File: config.mk
export PLATFORM = sky130hd
export DESIGN_NAME = mux21_arbiter
export DESIGN_NICKNAME = d
export VERILOG_FILES = /design/src/rtl/mux21_arbiter.sv
export SDC_FILE = /design/constraint.sdc
export NUM_CORES = 1
export LEC_CHECK = 0
export ABC_AREA = 1
export CORE_MARGIN = 2
export CORE_UTILIZATION = 38
export CTS_CLUSTER_DIAMETER = 150
export DETAILED_ROUTE_END_ITERATION = 8
export PLACE_DENSITY = 0.83
export SYNTH_ARGS = -nofsm -noshare
export SYNTH_HDL_FRONTEND = slang
export SYNTH_SLANG_ARGS = --single-unit
File: constraint.sdc
create_clock -name clk -period 2.61 [get_ports clk]
set_clock_uncertainty 0.1 [all_clocks]
set_input_delay 0.522 -clock clk [delete_from_list [all_inputs] [get_ports clk]]
set_output_delay 0.522 -clock clk [all_outputs]
set_load 0.05 [all_outputs]
File: src/rtl/mux21_arbiter.sv
// Round-robin arbiter for the shared 2:1 word mux, with a hold limit and a one-entry output register (1-cycle accept-to-out_valid).
// Readies drop while the output register is full and not draining; MUX21_ARB_STATS_EN adds saturating accept counters on stat0/stat1.
module mux21_arbiter #(
    parameter int WIDTH    = 32,
    parameter int HOLD_MAX = 4
) (
    input  logic             clk,
    input  logic             reset,
    input  logic             req0_valid,
    input  logic [WIDTH-1:0] req0_data,
    output logic             req0_ready,
    input  logic             req1_valid,
    input  logic [WIDTH-1:0] req1_data,
    output logic             req1_ready,
    output logic             out_valid,
    output logic [WIDTH-1:0] out_data,
    input  logic             out_ready,
    output logic             select,
    output logic             grant_id,
    output logic [15:0]      stat0,
    output logic [15:0]      stat1
);

    typedef enum logic [1:0] {
        IDLE   = 2'd0,
        GRANT0 = 2'd1,
        GRANT1 = 2'd2
    } state_t;

    localparam logic [3:0] HOLD_LAST = 4'(HOLD_MAX - 1);

    state_t           state_q, state_d;
    logic [3:0]       count_q, count_d;
    logic             last_grant_q, last_grant_d;
    logic             grant_id_q, grant_id_d;
    logic             select_q, select_d;
    logic             out_valid_q, out_valid_d;
    logic [WIDTH-1:0] out_data_q, out_data_d;

    logic can_load;
    logic accept0;
    logic accept1;
    logic hold_done;

    assign can_load  = !out_valid_q || out_ready;
    assign accept0   = req0_valid && req0_ready;
    assign accept1   = req1_valid && req1_ready;
    assign hold_done = (count_q == HOLD_LAST);

    always_ff @(posedge clk or posedge reset) begin
        if (reset) begin
            state_q      <= IDLE;
            count_q      <= 4'd0;
            last_grant_q <= 1'b1;
            grant_id_q   <= 1'b1;
            select_q     <= 1'b1;
        end else begin
            state_q      <= state_d;
            count_q      <= count_d;
            last_grant_q <= last_grant_d;
            grant_id_q   <= grant_id_d;
            select_q     <= select_d;
        end
    end

    always_comb begin
        state_d = state_q;
        count_d = count_q;
        case (state_q)
            IDLE: begin
                if (req0_valid && req1_valid) begin
                    state_d = last_grant_q ? GRANT0 : GRANT1;
                end else if (req0_valid) begin
                    state_d = GRANT0;
                end else if (req1_valid) begin
                    state_d = GRANT1;
                end
            end
            GRANT0: begin
                if (accept0) begin
                    if (hold_done) begin
                        count_d = 4'd0;
                        state_d = req1_valid ? GRANT1 : IDLE;
                    end else begin
                        count_d = count_q + 4'd1;
                    end
                end else if (!req0_valid) begin
                    count_d = 4'd0;
                    state_d = req1_valid ? GRANT1 : IDLE;
                end
            end
            GRANT1: begin
                if (accept1) begin
                    if (hold_done) begin
                        count_d = 4'd0;
                        state_d = req0_valid ? GRANT0 : IDLE;
                    end else begin
                        count_d = count_q + 4'd1;
                    end
                end else if (!req1_valid) begin
                    count_d = 4'd0;
                    state_d = req0_valid ? GRANT0 : IDLE;
                end
            end
            default: begin
                state_d = IDLE;
                count_d = 4'd0;
            end
        endcase
    end

    // Grant bookkeeping follows the state being entered; select keeps its value through IDLE.
    always_comb begin
        last_grant_d = last_grant_q;
        grant_id_d   = grant_id_q;
        select_d     = select_q;
        if (state_d == GRANT0) begin
            last_grant_d = 1'b0;
            grant_id_d   = 1'b0;
            select_d     = 1'b1;
        end else if (state_d == GRANT1) begin
            last_grant_d = 1'b1;
            grant_id_d   = 1'b1;
            select_d     = 1'b0;
        end
    end

    always_comb begin
        req0_ready = (state_q == GRANT0) && can_load;
        req1_ready = (state_q == GRANT1) && can_load;
        select     = select_q;
        grant_id   = grant_id_q;
        out_valid  = out_valid_q;
        out_data   = out_data_q;
    end

    // A same-cycle accept refills the stage while it drains, so back-to-back beats need no gap.
    always_comb begin
        out_valid_d = out_valid_q;
        out_data_d  = out_data_q;
        if (accept0) begin
            out_valid_d = 1'b1;
            out_data_d  = req0_data;
        end else if (accept1) begin
            out_valid_d = 1'b1;
            out_data_d  = req1_data;
        end else if (out_ready) begin
            out_valid_d = 1'b0;
        end
    end

    always_ff @(posedge clk or posedge reset) begin
        if (reset) begin
            out_valid_q <= 1'b0;
            out_data_q  <= '0;
        end else begin
            out_valid_q <= out_valid_d;
            out_data_q  <= out_data_d;
        end
    end

`ifdef MUX21_ARB_STATS_EN
    logic [15:0] stat0_q;
    logic [15:0] stat1_q;

    always_ff @(posedge clk or posedge reset) begin
        if (reset) begin
            stat0_q <= 16'd0;
            stat1_q <= 16'd0;
        end else begin
            if (accept0 && (stat0_q != 16'hFFFF)) begin
                stat0_q <= stat0_q + 16'd1;
            end
            if (accept1 && (stat1_q != 16'hFFFF)) begin
                stat1_q <= stat1_q + 16'd1;
            end
        end
    end

    assign stat0 = stat0_q;
    assign stat1 = stat1_q;
`else
    assign stat0 = 16'd0;
    assign stat1 = 16'd0;
`endif

endmodule

Word level (Yosys, flattened, before mapping)
Cells that the tools add are included.
Widths: inputs -> output; s select.
{"block": "op_classes", "add_sub_neg": 1, "n_eq_ne": 7, "n_mux": 28, "bitwise_logic": 1, "reduce_logical": 12}
{"operator": "$mux 32", "count": 2}
{"operator": "$mux 2", "count": 11}
{"operator": "$mux 4", "count": 5}
{"operator": "$pmux 4 s3", "count": 1}
{"operator": "$mux 1", "count": 8}
{"operator": "$ne 3x3->1 const B", "count": 2}
{"operator": "$pmux 2 s3", "count": 1}
{"operator": "$logic_and 1x1->1", "count": 5}
{"operator": "$add 4x1->4 const B", "count": 1}
{"operator": "$eq 2x1->1 const B", "count": 2}
{"operator": "$eq 2x2->1 const B", "count": 2}
{"operator": "$eq 4x2->1 const B", "count": 1}
{"operator": "$reduce_bool 2->1", "count": 2}
{"operator": "$reduce_and 3->1", "count": 1}
{"operator": "$reduce_bool 3->1", "count": 1}
{"operator": "$logic_not 2->1", "count": 1}
{"operator": "$logic_not 1->1", "count": 1}
{"operator": "$logic_or 1x1->1", "count": 1}
{"operator": "$not 1->1", "count": 1}
{"block": "word_totals", "register_bits": 41, "in_bits": 69, "output_inout_bits": 69}

Depth between registers and ports, before layout
Gate-level depths: netlist of run 1.
{"block": "depth", "ltp_word": 9, "mapped_depth": 11}

Worst setup path before layout of run 1
OpenSTA, ideal clock, no wires.
{"block": "synth_path", "path_type": "register -> register", "start": "register state_q[1]", "end": "register select_q, in the netlist select", "setup_time_ns": 0.082, "t_arrival_ns": 2.536, "t_required_ns": 2.428, "path_slack_ns": -0.108, "path_stages_with_launch": 10, "cell_sequence": "dfrtp_1 -> inv_1 -> ha_1 -> inv_1 -> a21oi_1 -> nand2_1 -> a21oi_1 -> a21oi_1 -> ha_1 -> mux2_2"}
{"block": "synth_via", "elab_chain_len": 7}
{"element": "from (decl)", "line": "32", "text": "state_t state_q, state_d;"}
{"element": "from (signal assigned)", "line": "58", "text": "state_q <= state_d;"}
{"element": "$eq 2x1->1 (*)", "line": "129", "text": "req0_ready = (state_q == GRANT0) && can_load;"}
{"element": "$logic_and 1x1->1 (*)", "line": "129"}
{"element": "named net req0_ready", "line": "11", "text": "output logic req0_ready,"}
{"element": "$logic_and 1x1->1 (*)", "line": "46", "text": "assign accept0 = req0_valid && req0_ready;"}
{"element": "$mux 2 (*)", "line": "80", "text": "if (accept0) begin"}
{"element": "$pmux 2 s3 (*)", "line": "69", "text": "case (state_q)"}
{"element": "named net state_d[0]", "line": "32"}
{"element": "$eq 2x1->1 or $eq 2x2->1 (tied branches)", "line": "117, 121"}
{"element": "$mux 1 or $reduce_bool 2->1 (tied branches)"}
{"element": "to (signal assigned)", "line": "62", "text": "select_q <= select_d;"}
{"element": "to (decl)", "line": "36", "text": "logic select_q, select_d;"}
Mark *: on every way through the listed nets, which the timed path passes. The rest lies on a longest branch.
A chain may end at the register's enable or synchronous reset.

Worst setup path in the final report of run 1
{"block": "layout_path", "start": "input req0_valid", "end": "register select_q, in the netlist select"}
{"block": "layout_via", "elab_chain_len": 6}
{"element": "from (decl)", "line": "9", "text": "input logic req0_valid,"}
{"element": "$mux 1", "line": "96, 102"}
{"element": "$mux 2 (on tied branches)", "line": "100, 94"}
{"element": "$mux 2", "line": "93", "text": "if (accept1) begin"}
{"element": "$pmux 2 s3 (*)", "line": "69"}
{"element": "named net state_d[0]", "line": "32"}
{"element": "$eq 2x1->1 or $eq 2x2->1 (tied branches)", "line": "117, 121"}
{"element": "$mux 1 or $reduce_bool 2->1 (tied branches)"}
Marks and branches as above.

==> results of run 1 <==
cell families (layout without fill, tap and decap cells):
| family | after synthesis | in the layout | share of synthesized area (%) |
|---|---|---|---|
| multiplexers | 1 | 1 | 0.473 |
| other | 1 | 32 | 0.157 |
| flip-flops | 41 | 41 | 43.2 |
| buffers and inverters | 60 | 135 | 15.4 |
| adder cells (fa/ha/maj) | 7 | 7 | 3.68 |
| AND/OR/NAND/NOR | 155 | 155 | 25.7 |
| AO/OA/AOI/OAI | 45 | 45 | 11.4 |
flip-flops by register name, summed over array words and instances (netlist names):
register and count:
out_data 32, count_q 4, state_q 2, grant_id 1
out_valid 1, select 1
placed cells by master (no fill, tap or decap):
cell	synthesis	layout
sky130_fd_sc_hd__nor2_1	46	46
sky130_fd_sc_hd__a21oi_2	1	1
sky130_fd_sc_hd__clkbuf_8	0	5
sky130_fd_sc_hd__nor2_4	2	2
sky130_fd_sc_hd__clkinv_2	0	1
sky130_fd_sc_hd__a21oi_4	0	1
sky130_fd_sc_hd__a21boi_0	1	1
sky130_fd_sc_hd__a21oi_1	7	6
sky130_fd_sc_hd__nand3_1	10	10
sky130_fd_sc_hd__clkdlybuf4s50_1	0	103
sky130_fd_sc_hd__dfrtp_1	39	39
sky130_fd_sc_hd__dfstp_2	2	2
sky130_fd_sc_hd__nand2_1	96	96
sky130_fd_sc_hd__nand2_2	1	1
sky130_fd_sc_hd__o21ai_0	4	4
sky130_fd_sc_hd__buf_12	0	3
sky130_fd_sc_hd__a31oi_1	32	32
sky130_fd_sc_hd__mux2_2	1	1
sky130_fd_sc_hd__conb_1	1	32
sky130_fd_sc_hd__inv_1	15	14
sky130_fd_sc_hd__buf_4	33	6
sky130_fd_sc_hd__bufinv_16	0	2
sky130_fd_sc_hd__ha_1	7	7
sky130_fd_sc_hd__inv_2	0	1
worst max-delay path, delay by kind of cell:
family	cells	cell delay, ns
fa+ha+maj	1	0.31
mux	1	0.29
compound gates	2	0.36
buf+inv	2	0.72
simple gates	3	0.24
through the flow:
stage | cell area (µm²) | setup slack, ns | total power [mW]
2_1_floorplan | 2500 | 0.224 | 3.05
3_3_place_gp | 3430 | 0.130 | 3.90
3_5_place_dp | 3430 | 0.0151 | 3.96
4_1_cts | 3560 | 0.327 | 4.58
5_1_grt | 3560 | 0.122 | 4.81
6_report | 3560 | 0.295 | 4.54
worst max path at each step:
| stage | to | depth (start not counted) | slack [ns] |
|---|---|---|---|
| 2_1_floorplan | select$_DFFE_PP1P_ | 9 | 0.22 |
| 3_3_place_gp | select$_DFFE_PP1P_ | 9 | 0.13 |
| 3_5_place_dp | select$_DFFE_PP1P_ | 9 | 0.02 |
| 4_1_cts | grant_id | 1 | 0.33 |
| 5_1_grt | select$_DFFE_PP1P_ | 9 | 0.12 |
| 6_report | select$_DFFE_PP1P_ | 9 | 0.30 |
per-layer routing:
metal / up-vias / track usage (%) / part of all wire [%] / wire length, µm
li1: 1144 / - / - / -
met1: 1080 / 19.1 / 40 / 2420
met2: 97 / 32.6 / 51 / 3040
met3: 11 / 5.17 / 7.5 / 453
met4: 0 / 5.81 / 1.8 / 106
met5: - / 0 / 0 / 0
area by class of cell:
type	instances	area, µm²
Inverter	15	56.3
Timing Repair Buffer	112	1140
Clock buffer	5	68.8
Sequential cell	41	1030
Tap cell	75	93.8
Fill cell	552	2430
Multi-Input combinational cell	240	1110
Clock inverter	3	65.1
report_power, final:
part / switching, mW / internal, mW / total (mW)
combinational: 1.85 / 0.966 / 2.81
sequential: 0.176 / 0.941 / 1.12
clock: 0.228 / 0.380 / 0.608
total: 2.25 / 2.29 / 4.54
==> out/metrics.csv, run 1 <==
stage,metric,value,unit
status,outcome,"complete, no violations",
floorplan,# IOs,138,
logic_synthesis,count of distinct cell types in the synthesized netlist,20,
critical_path,launch point of the worst reg-to-reg path,state_q[1]$_DFF_PP0_,
logic_synthesis,flop and latch count out of synthesis,41,
route,post-detailed-route wirelength per cell,12.3,µm
clock_network,Inserted Clock Buffers,5,
logic_synthesis,count of flip-flops with a built-in enable after synthesis,0,
layout,fraction of final layout cells sized beyond drive strength 1,6.25,%
logic_synthesis,most numerous cell in the Yosys netlist,sky130_fd_sc_hd__nand2_1,
route,iteration count of the initial detailed-routing pass,4,
floorplan,y dimension of the die,83.2,µm
timing,maximum operating frequency,432,MHz
pwr,largest vdd supply drop,0.000698,V
place,Buffers on Ports,105,
route,Starting DRT DRC Count,86,
critical_path,start-to-end type of the worst setup path,primary input to register,
hold_path,Hold/Removal Path Class,register to register,
clock_network,"CTS clk-pin slew, worst paths",0.08,ns
global_routing,antenna violations before repair,0,
place,gpl congestion,1.01,
global_routing,wire length of the first global-routing pass,10100,µm
floorplan,core area,0.00599,mm²
layout,nets@finish,491,
critical_path,Reg2Reg Capture Point,select$_DFFE_PP1P_,
critical_path,Startpoint Class,primary input,
clock_network,post-CTS setup repair buffer count,0,
logic_synthesis,yosys synthesis warning count,0,
clock_network,CTS Root Cell,sky130_fd_sc_hd__clkbuf_8,
place,HPWL after detailed placement,4580,µm
critical_path,cell breakdown of the critical path,"clkdlybuf4s50_1, inv_1, nand2_1, nand2_1, a21oi_1, nand2_1, a21oi_1, ha_1, mux2_2",
timing,endpoints failing setup,0,
clock_network,buffer depth of the longest clock path,2,
clock_network,H-tree levels,2,
logic_synthesis,biggest area contributors in the synthesized netlist,"sky130_fd_sc_hd__dfrtp_1, sky130_fd_sc_hd__nand2_1, sky130_fd_sc_hd__buf_4",
layout,synthesis-to-layout area growth,49.6,%
hold_path,Worst Hold Path EP,grant_id$_DFFE_PP1P_,
logic_synthesis,most instantiated cells after synthesis,"sky130_fd_sc_hd__nand2_1, sky130_fd_sc_hd__nor2_1, sky130_fd_sc_hd__dfrtp_1",
critical_path,largest fanout on the critical path,6,
timing,final hold violations,0,
global_routing,largest net degree at the start of global routing,67,
route,final routed DRC violation total,0,
global_routing,vias in the first global route,2297,
clock_network,clock latency of the later-clocked register in the worst-skew pair,0.29,ns
critical_path,R2R depth,9,
global_routing,global-route total usage across every layer,17.6,%
layout,Post-Layout Cell Count,491,
timing,crit share post-route,88.7,%
clock_network,hold-fix buffers at CTS,0,
global_routing,total congestion overflow after global routing,0,
hold_path,number of cells on the worst hold path,2,
floorplan,row cnt,28,
timing,Slew Limit Fails,0,
clock_network,# resized after CTS,0,
pwr,standby leakage power,1.59,nW
route,final wirelength,6030,µm
critical_path,worst path required time,2.74,ns
hold_path,Hold Startpoint,grant_id$_DFFE_PP1P_,
critical_path,worst setup slack for register-to-register paths,0.36,ns
timing,final worst path period need,2.31,ns
logic_synthesis,share of Yosys cell area claimed by the top area cell type,41.0,%
route,vias per inst,4.75,
floorplan,Starting Density,39.7,%
critical_path,cell repeated most along the worst path,sky130_fd_sc_hd__nand2_1,
timing,max_slew headroom,64.0,%
timing,smallest hold slack,0.403,ns
critical_path,delay of the slowest cell on the worst path,0.60,ns
critical_path,data arrival time of the critical path,2.44,ns
timing,setup repair after global routing missed its margin,false,
critical_path,crit path max-delay cell type,sky130_fd_sc_hd__clkdlybuf4s50_1,
layout,utilization of the core after routing,59.5,%
logic_synthesis,synthesized area per cell,7.68,µm²
timing,slew at the pin closest to its max-slew limit,0.539,ns
layout,number of antenna diodes,0,
critical_path,crit path launch,req0_valid,
logic_synthesis,fraction of registers with async set/reset,100,%
logic_synthesis,cell type with the largest total area after synthesis,sky130_fd_sc_hd__dfrtp_1,
floorplan,Die ar.,0.00691,mm²
logic_synthesis,synthesized netlist cell count,310,
logic_synthesis,dominant register cell in the synthesized netlist,sky130_fd_sc_hd__dfrtp_1,
logic_synthesis,sequential area share after synthesis,43.2,%
route,total via count after detailed routing,2332,
clock_network,number of clock sinks,41,
critical_path,endpoint type of the worst setup path,register,
place,Post-Place Cells,483,
route,number of nets with antenna violations after detailed routing,0,
clock_network,TritonCTS clock tree,yes,
logic_synthesis,Post-Synthesis Cell Area,0.00238,mm²
job,number of maximum-capacitance violations,0,
timing,setup TNS,0,ns
pwr,Power Dens Cells,1270,mW/mm²
floorplan,die span in x,83.2,µm
(Power assumes the default switching activity.)
==> inputs of run 2 (changes only) <==
- GPL_ROUTABILITY_DRIVEN: unset -> 0
- RECOVER_POWER: unset -> 25
==> out/metrics.csv, run 2 (synthesis gave the netlist of run 1 again) <==
stage,metric,value,unit,change
timing,crit share post-route,88.4,%,-0.25 points
layout,number of antenna diodes,0,,unchanged
clock_network,"CTS clk-pin slew, worst paths",0.08,ns,about the same
pwr,Power Dens Cells,1270,mW/mm²,about the same
route,Starting DRT DRC Count,91,,+5.8%
clock_network,# resized after CTS,0,,unchanged
critical_path,delay of the slowest cell on the worst path,0.60,ns,about the same
clock_network,Inserted Clock Buffers,5,,unchanged
timing,setup repair after global routing missed its margin,false,,
critical_path,"CP delay by family, top",buffers and inverters,,
route,highest layer used for signal routing,met4,,
place,Buffers on Ports,105,,unchanged
global_routing,wire length of the first global-routing pass,10100,µm,unchanged
timing,Slew Limit Fails,0,,unchanged
timing,final hold violations,0,,unchanged
layout,utilization of the core after routing,59.4,%,-0.10 points
route,Met2 Wirelength,3050,µm,about the same
route,number of nets with antenna violations after detailed routing,0,,unchanged
critical_path,cell breakdown of the critical path,"clkdlybuf4s50_1, inv_1, nand2_1, nand2_1, a21oi_1, nand2_1, a21oi_1, ha_1, mux2_2",,
layout,"most common cell after layout, fill and taps aside",sky130_fd_sc_hd__clkdlybuf4s50_1,,
clock_network,H-tree levels,2,,unchanged
critical_path,crit path max-delay cell type,sky130_fd_sc_hd__clkdlybuf4s50_1,,
place,Worst Setup Slack post-DPL,0.0151,ns,unchanged
critical_path,worst path required time,2.74,ns,about the same
timing,endpoints failing setup,0,,unchanged
layout,number of flip-flops in the largest register,32,,unchanged
clock_network,buffer depth of the longest clock path,2,,unchanged
critical_path,start-to-end type of the worst setup path,primary input to register,,
route,total via count after detailed routing,2324,,-0.34%
timing,maximum operating frequency,433,MHz,+0.28%
global_routing,largest net degree at the start of global routing,67,,unchanged
layout,number of fillers in the final layout,555,,+0.54%
route,final wirelength,6010,µm,-0.27%
route,final routed DRC violation total,0,,unchanged
floorplan,# IOs,138,,unchanged
clock_network,hold-fix buffers at CTS,0,,unchanged
timing,Final WS setup,0.302,ns,+0.00652 ns
place,Post-Place Cells,483,,unchanged
layout,nets@finish,491,,unchanged
floorplan,core area,0.00599,mm²,unchanged
clock_network,post-CTS setup repair buffer count,0,,unchanged
route,vias per inst,4.73,,-0.34%
route,iteration count of the initial detailed-routing pass,4,,unchanged
route,routed wire length on met3,451,µm,-0.44%
global_routing,antenna violations before repair,0,,unchanged
floorplan,row cnt,28,,unchanged
critical_path,data arrival time of the critical path,2.44,ns,about the same
clock_network,clock latency of the later-clocked register in the worst-skew pair,0.29,ns,about the same
place,HPWL after detailed placement,4580,µm,unchanged
layout,fraction of final layout cells sized beyond drive strength 1,5.77,%,-0.48 points
hold_path,Hold Startpoint,grant_id$_DFFE_PP1P_,,
pwr,largest vdd supply drop,0.000698,V,about the same
critical_path,largest fanout on the critical path,6,,unchanged
layout,synthesis-to-layout area growth,49.3,%,
critical_path,"Buf+Inv Stages, Crit Path",2,,unchanged
critical_path,Startpoint Class,primary input,,
job,number of maximum-capacitance violations,0,,unchanged
pwr,standby leakage power,1.59,nW,-0.15%
global_routing,global-route total usage across every layer,17.6,%,unchanged
hold_path,Hold/Removal Path Class,register to register,,
global_routing,vias in the first global route,2297,,unchanged
clock_network,number of clock sinks,41,,unchanged
timing,setup TNS,0,ns,unchanged
critical_path,cell repeated most along the worst path,sky130_fd_sc_hd__nand2_1,,
floorplan,Die ar.,0.00691,mm²,unchanged
layout,Post-Layout Cell Count,491,,unchanged
floorplan,die span in x,83.2,µm,unchanged
critical_path,endpoint type of the worst setup path,register,,
global_routing,total congestion overflow after global routing,0,,unchanged
floorplan,y dimension of the die,83.2,µm,unchanged
floorplan,Starting Density,39.7,%,unchanged
critical_path,launch point of the worst reg-to-reg path,state_q[1]$_DFF_PP0_,,
timing,final worst path period need,2.31,ns,-0.00652 ns
timing,slew at the pin closest to its max-slew limit,0.801,ns,+0.262 ns
clock_network,CTS Root Cell,sky130_fd_sc_hd__clkbuf_8,,
status,outcome,"complete, no violations",,
route,routed length on met1,2410,µm,-0.66%
timing,smallest hold slack,0.403,ns,+0.0000180 ns
timing,max_slew headroom,46.6,%,-17 points
route,post-detailed-route wirelength per cell,12.2,µm,-0.27%
layout,"leading cell types in the layout, fill and taps excluded","sky130_fd_sc_hd__clkdlybuf4s50_1, sky130_fd_sc_hd__nand2_1, sky130_fd_sc_hd__nor2_1",,
clock_network,TritonCTS clock tree,yes,,
critical_path,crit path launch,req0_valid,,
## run 2: changes by cell type in the layout (fill, tap and decap cells not counted), sizes merged
cell / before / now
clkbuf: 5 / 7
clkdlybuf4s50: 103 / 102
dlygate4sd3: 0 / 1
buf: 9 / 7
## run 2: final timing paths
| check | endpoint | slack [ns] | depth (start not counted) |
|---|---|---|---|
| setup / recovery | select$_DFFE_PP1P_ | 0.30 | 9 |
| hold / removal | grant_id$_DFFE_PP1P_ | 0.40 | 2 |
| setup reg to reg | select$_DFFE_PP1P_ | 0.37 | 9 |
| hold reg to reg | grant_id$_DFFE_PP1P_ | 0.40 | 2 |
| max in group asynchronous | out_data[24]$_DFFE_PP0P_ | 0.69 | 3 |
| min in group asynchronous | out_data[18]$_DFFE_PP0P_ | 0.72 | 2 |
## run 2: where the power goes
part | internal, mW | total (mW) | switching [mW] | leakage, nW
clock | 0.380 | 0.608 | 0.228 | 0.0681
combinational | 0.961 | 2.81 | 1.84 | 1.06
sequential | 0.941 | 1.12 | 0.176 | 0.467
total | 2.28 | 4.53 | 2.25 | 1.59
## run 2: area by class of cell
class | instances | area [µm²] | share of cell area [%]
clock inverters | 3 | 65.1 | 1.83
flip-flops and latches | 41 | 1030 | 28.9
inverters | 15 | 56.3 | 1.58
repair buffers | 112 | 1130 | 31.8
multi-input cells | 240 | 1110 | 31.3
clock buffers | 5 | 68.8 | 1.94
well taps | 75 | 93.8 | 2.64
## run 2: layer usage
metal	track usage, %	up-vias
met3	5.17	11
met5	0	-
li1	-	1146
met1	19.1	1072
met2	32.6	95
met4	5.81	0
## run 2: per-stage QoR
| step | power [mW] | instance area (µm²) |
|---|---|---|
| after floorplan | 3.05 | 2500 |
| after global placement | 3.90 | 3430 |
| after detailed placement | 3.96 | 3430 |
| after CTS | 4.58 | 3560 |
| after global routing | 4.80 | 3560 |
| final | 4.53 | 3560 |
## run 2: worst reg2reg max path, delay by kind of cell (launching register included)
kind / cells / cell delay, ns
compound gates: 3 / 0.43
fa+ha+maj: 2 / 0.58
mux: 1 / 0.34
simple gates: 1 / 0.07
flops: 1 / 0.47
buf+inv: 2 / 0.19
==> inputs of run 3 (changes only) <==
- CORE_UTILIZATION: 38 -> 60
- DONT_BUFFER_PORTS: unset -> 1
- GPL_TIMING_DRIVEN: unset -> 0
- PLACE_DENSITY: 0.83 -> 0.79
- SETUP_SLACK_MARGIN: unset -> 0.5
==> out/metrics.csv, run 3 (synthesis gave the netlist of run 1 again) <==
stage,metric,value,unit,change
layout,nets@finish,428,,-13%
critical_path,crit path max-delay cell type,sky130_fd_sc_hd__dfrtp_2,,
timing,crit share post-route,84.0,%,-4.4 points
clock_network,Inserted Clock Buffers,5,,unchanged
layout,"leading cell types in the layout, fill and taps excluded","sky130_fd_sc_hd__nand2_1, sky130_fd_sc_hd__nor2_1, sky130_fd_sc_hd__buf_4",,
layout,synthesis-to-layout area growth,17.0,%,
layout,utilization of the core after routing,74.4,%,+15 points
timing,maximum operating frequency,456,MHz,+5.2%
global_routing,antenna violations before repair,0,,unchanged
floorplan,row cnt,22,,-21%
floorplan,Starting Density,63.6,%,+24 points
clock_network,number of clock sinks,41,,unchanged
floorplan,# IOs,138,,unchanged
critical_path,data arrival time of the critical path,2.32,ns,-0.12 ns
layout,number of fillers in the final layout,316,,-43%
route,Starting DRT DRC Count,105,,+15%
timing,setup repair after global routing missed its margin,true,,
timing,final worst path period need,2.19,ns,-0.115 ns
pwr,Power Dens Cells,1430,mW/mm²,+13%
layout,number of antenna diodes,0,,unchanged
critical_path,cell breakdown of the critical path,"inv_2, ha_4, inv_2, a21oi_4, nand2_1, a21oi_2, a21oi_4, ha_4, mux2_4",,
clock_network,TritonCTS clock tree,yes,,
global_routing,global-route total usage across every layer,24.8,%,+7.2 points
critical_path,"Buf+Inv Stages, Crit Path",2,,unchanged
floorplan,Die ar.,0.00449,mm²,-35%
timing,final hold violations,0,,unchanged
critical_path,Startpoint Class,register,,
critical_path,Stages on worst setup path,9,,unchanged
route,vias per inst,5.08,,+7.4%
pwr,largest vdd supply drop,0.000791,V,+13%
route,post-detailed-route wirelength per cell,13.8,µm,+12%
timing,max_slew headroom,0.522,%,-46 points
route,final wirelength,5520,µm,-8.2%
status,outcome,"complete, but fails checks",,
floorplan,die span in x,67.0,µm,-19%
clock_network,H-tree levels,2,,unchanged
clock_network,clock latency of the later-clocked register in the worst-skew pair,0.29,ns,about the same
job,number of maximum-capacitance violations,1,,+1
critical_path,"CP delay by family, top",compound AO/OA/AOI/OAI gates,,
critical_path,worst path required time,2.74,ns,about the same
layout,"most common cell after layout, fill and taps aside",sky130_fd_sc_hd__nand2_1,,
pwr,standby leakage power,1.37,nW,-14%
status,failing checks,max-capacitance violations,,
timing,setup TNS,0,ns,unchanged
hold_path,number of cells on the worst hold path,2,,unchanged
timing,slew at the pin closest to its max-slew limit,1.49,ns,+0.690 ns
timing,Slew Limit Fails,0,,unchanged
critical_path,endpoint type of the worst setup path,register,,
critical_path,largest fanout on the critical path,4,,-2
place,Buffers on Ports,0,,-100%
timing,endpoints failing setup,0,,unchanged
clock_network,buffer depth of the longest clock path,2,,unchanged
clock_network,CTS Root Cell,sky130_fd_sc_hd__clkbuf_8,,
clock_network,"CTS clk-pin slew, worst paths",0.08,ns,about the same
hold_path,Hold/Removal Path Class,primary input to register,,
floorplan,core area,0.00374,mm²,-38%
floorplan,y dimension of the die,67.0,µm,-19%
route,total via count after detailed routing,2039,,-12%
route,iteration count of the initial detailed-routing pass,4,,unchanged
layout,number of flip-flops in the largest register,32,,unchanged
global_routing,wire length of the first global-routing pass,8290,µm,-18%
global_routing,total congestion overflow after global routing,0,,unchanged
place,HPWL after detailed placement,4140,µm,-9.7%
critical_path,delay of the slowest cell on the worst path,0.43,ns,-0.17 ns
route,final routed DRC violation total,0,,unchanged
global_routing,largest net degree at the start of global routing,42,,-37%
pwr,Design Power,4.00,mW,-12%
timing,smallest hold slack,0.265,ns,-0.138 ns
critical_path,start-to-end type of the worst setup path,register to register,,
layout,fraction of final layout cells sized beyond drive strength 1,21.0,%,+15 points
route,number of nets with antenna violations after detailed routing,0,,unchanged
global_routing,vias in the first global route,1867,,-19%
critical_path,R2R depth,9,,unchanged
[run 3: cell type report]
cell class,count,area [µm²],share of cell area [%]
clock buffer,6,82.6,2.96
sequential,41,1030,37.1
inverter,15,60.1,2.16
timing repair buffer,4,30.0,1.08
buffer,45,310,11.1
tap,48,60.1,2.16
multi-input combinational,240,1170,42.1
clock inverter,2,37.5,1.35
[run 3: power breakdown]
part / switching (mW) / internal, mW / total, mW
sequential: 1.17 / 0.931 / 2.11
combinational: 0.824 / 0.533 / 1.36
clock: 0.223 / 0.311 / 0.534
[run 3: final timing paths]
path	from	to	slack (ns)
min	req1_data[8]	out_data[8]$_DFFE_PP0P_	0.27
min reg2reg	count_q[1]$_DFFE_PP0P_	count_q[1]$_DFFE_PP0P_	0.44
max in group asynchronous	reset	state_q[1]$_DFF_PP0_	0.97
max reg2reg	state_q[1]$_DFF_PP0_	select$_DFFE_PP1P_	0.42
max	state_q[1]$_DFF_PP0_	select$_DFFE_PP1P_	0.42
min in group asynchronous	reset	out_data[31]$_DFFE_PP0P_	0.46
[run 3: what timing repair did]
item	4_1_cts	5_1_grt
setup endpoints to repair	3	4
hold buffers	0	0
buffers inserted	4	0
pin swaps	4	1
cloned	0	0
gates resized for setup	6	3
[run 3: routing by layer]
metal  GRT usage [%]  part of all wire (%)
met3            8.95                    10
met5               0                     0
met2            42.3                    50
met1            28.3                    38
met4            9.44                   1.7
[run 3: metrics by stage]
stage,cell area [µm²],setup slack [ns],std cells
floorplan,2530,0.458,341
global placement,2590,0.336,389
detailed placement,2590,0.303,389
CTS,2770,0.462,401
global route,2790,0.376,401
finish,2790,0.417,401
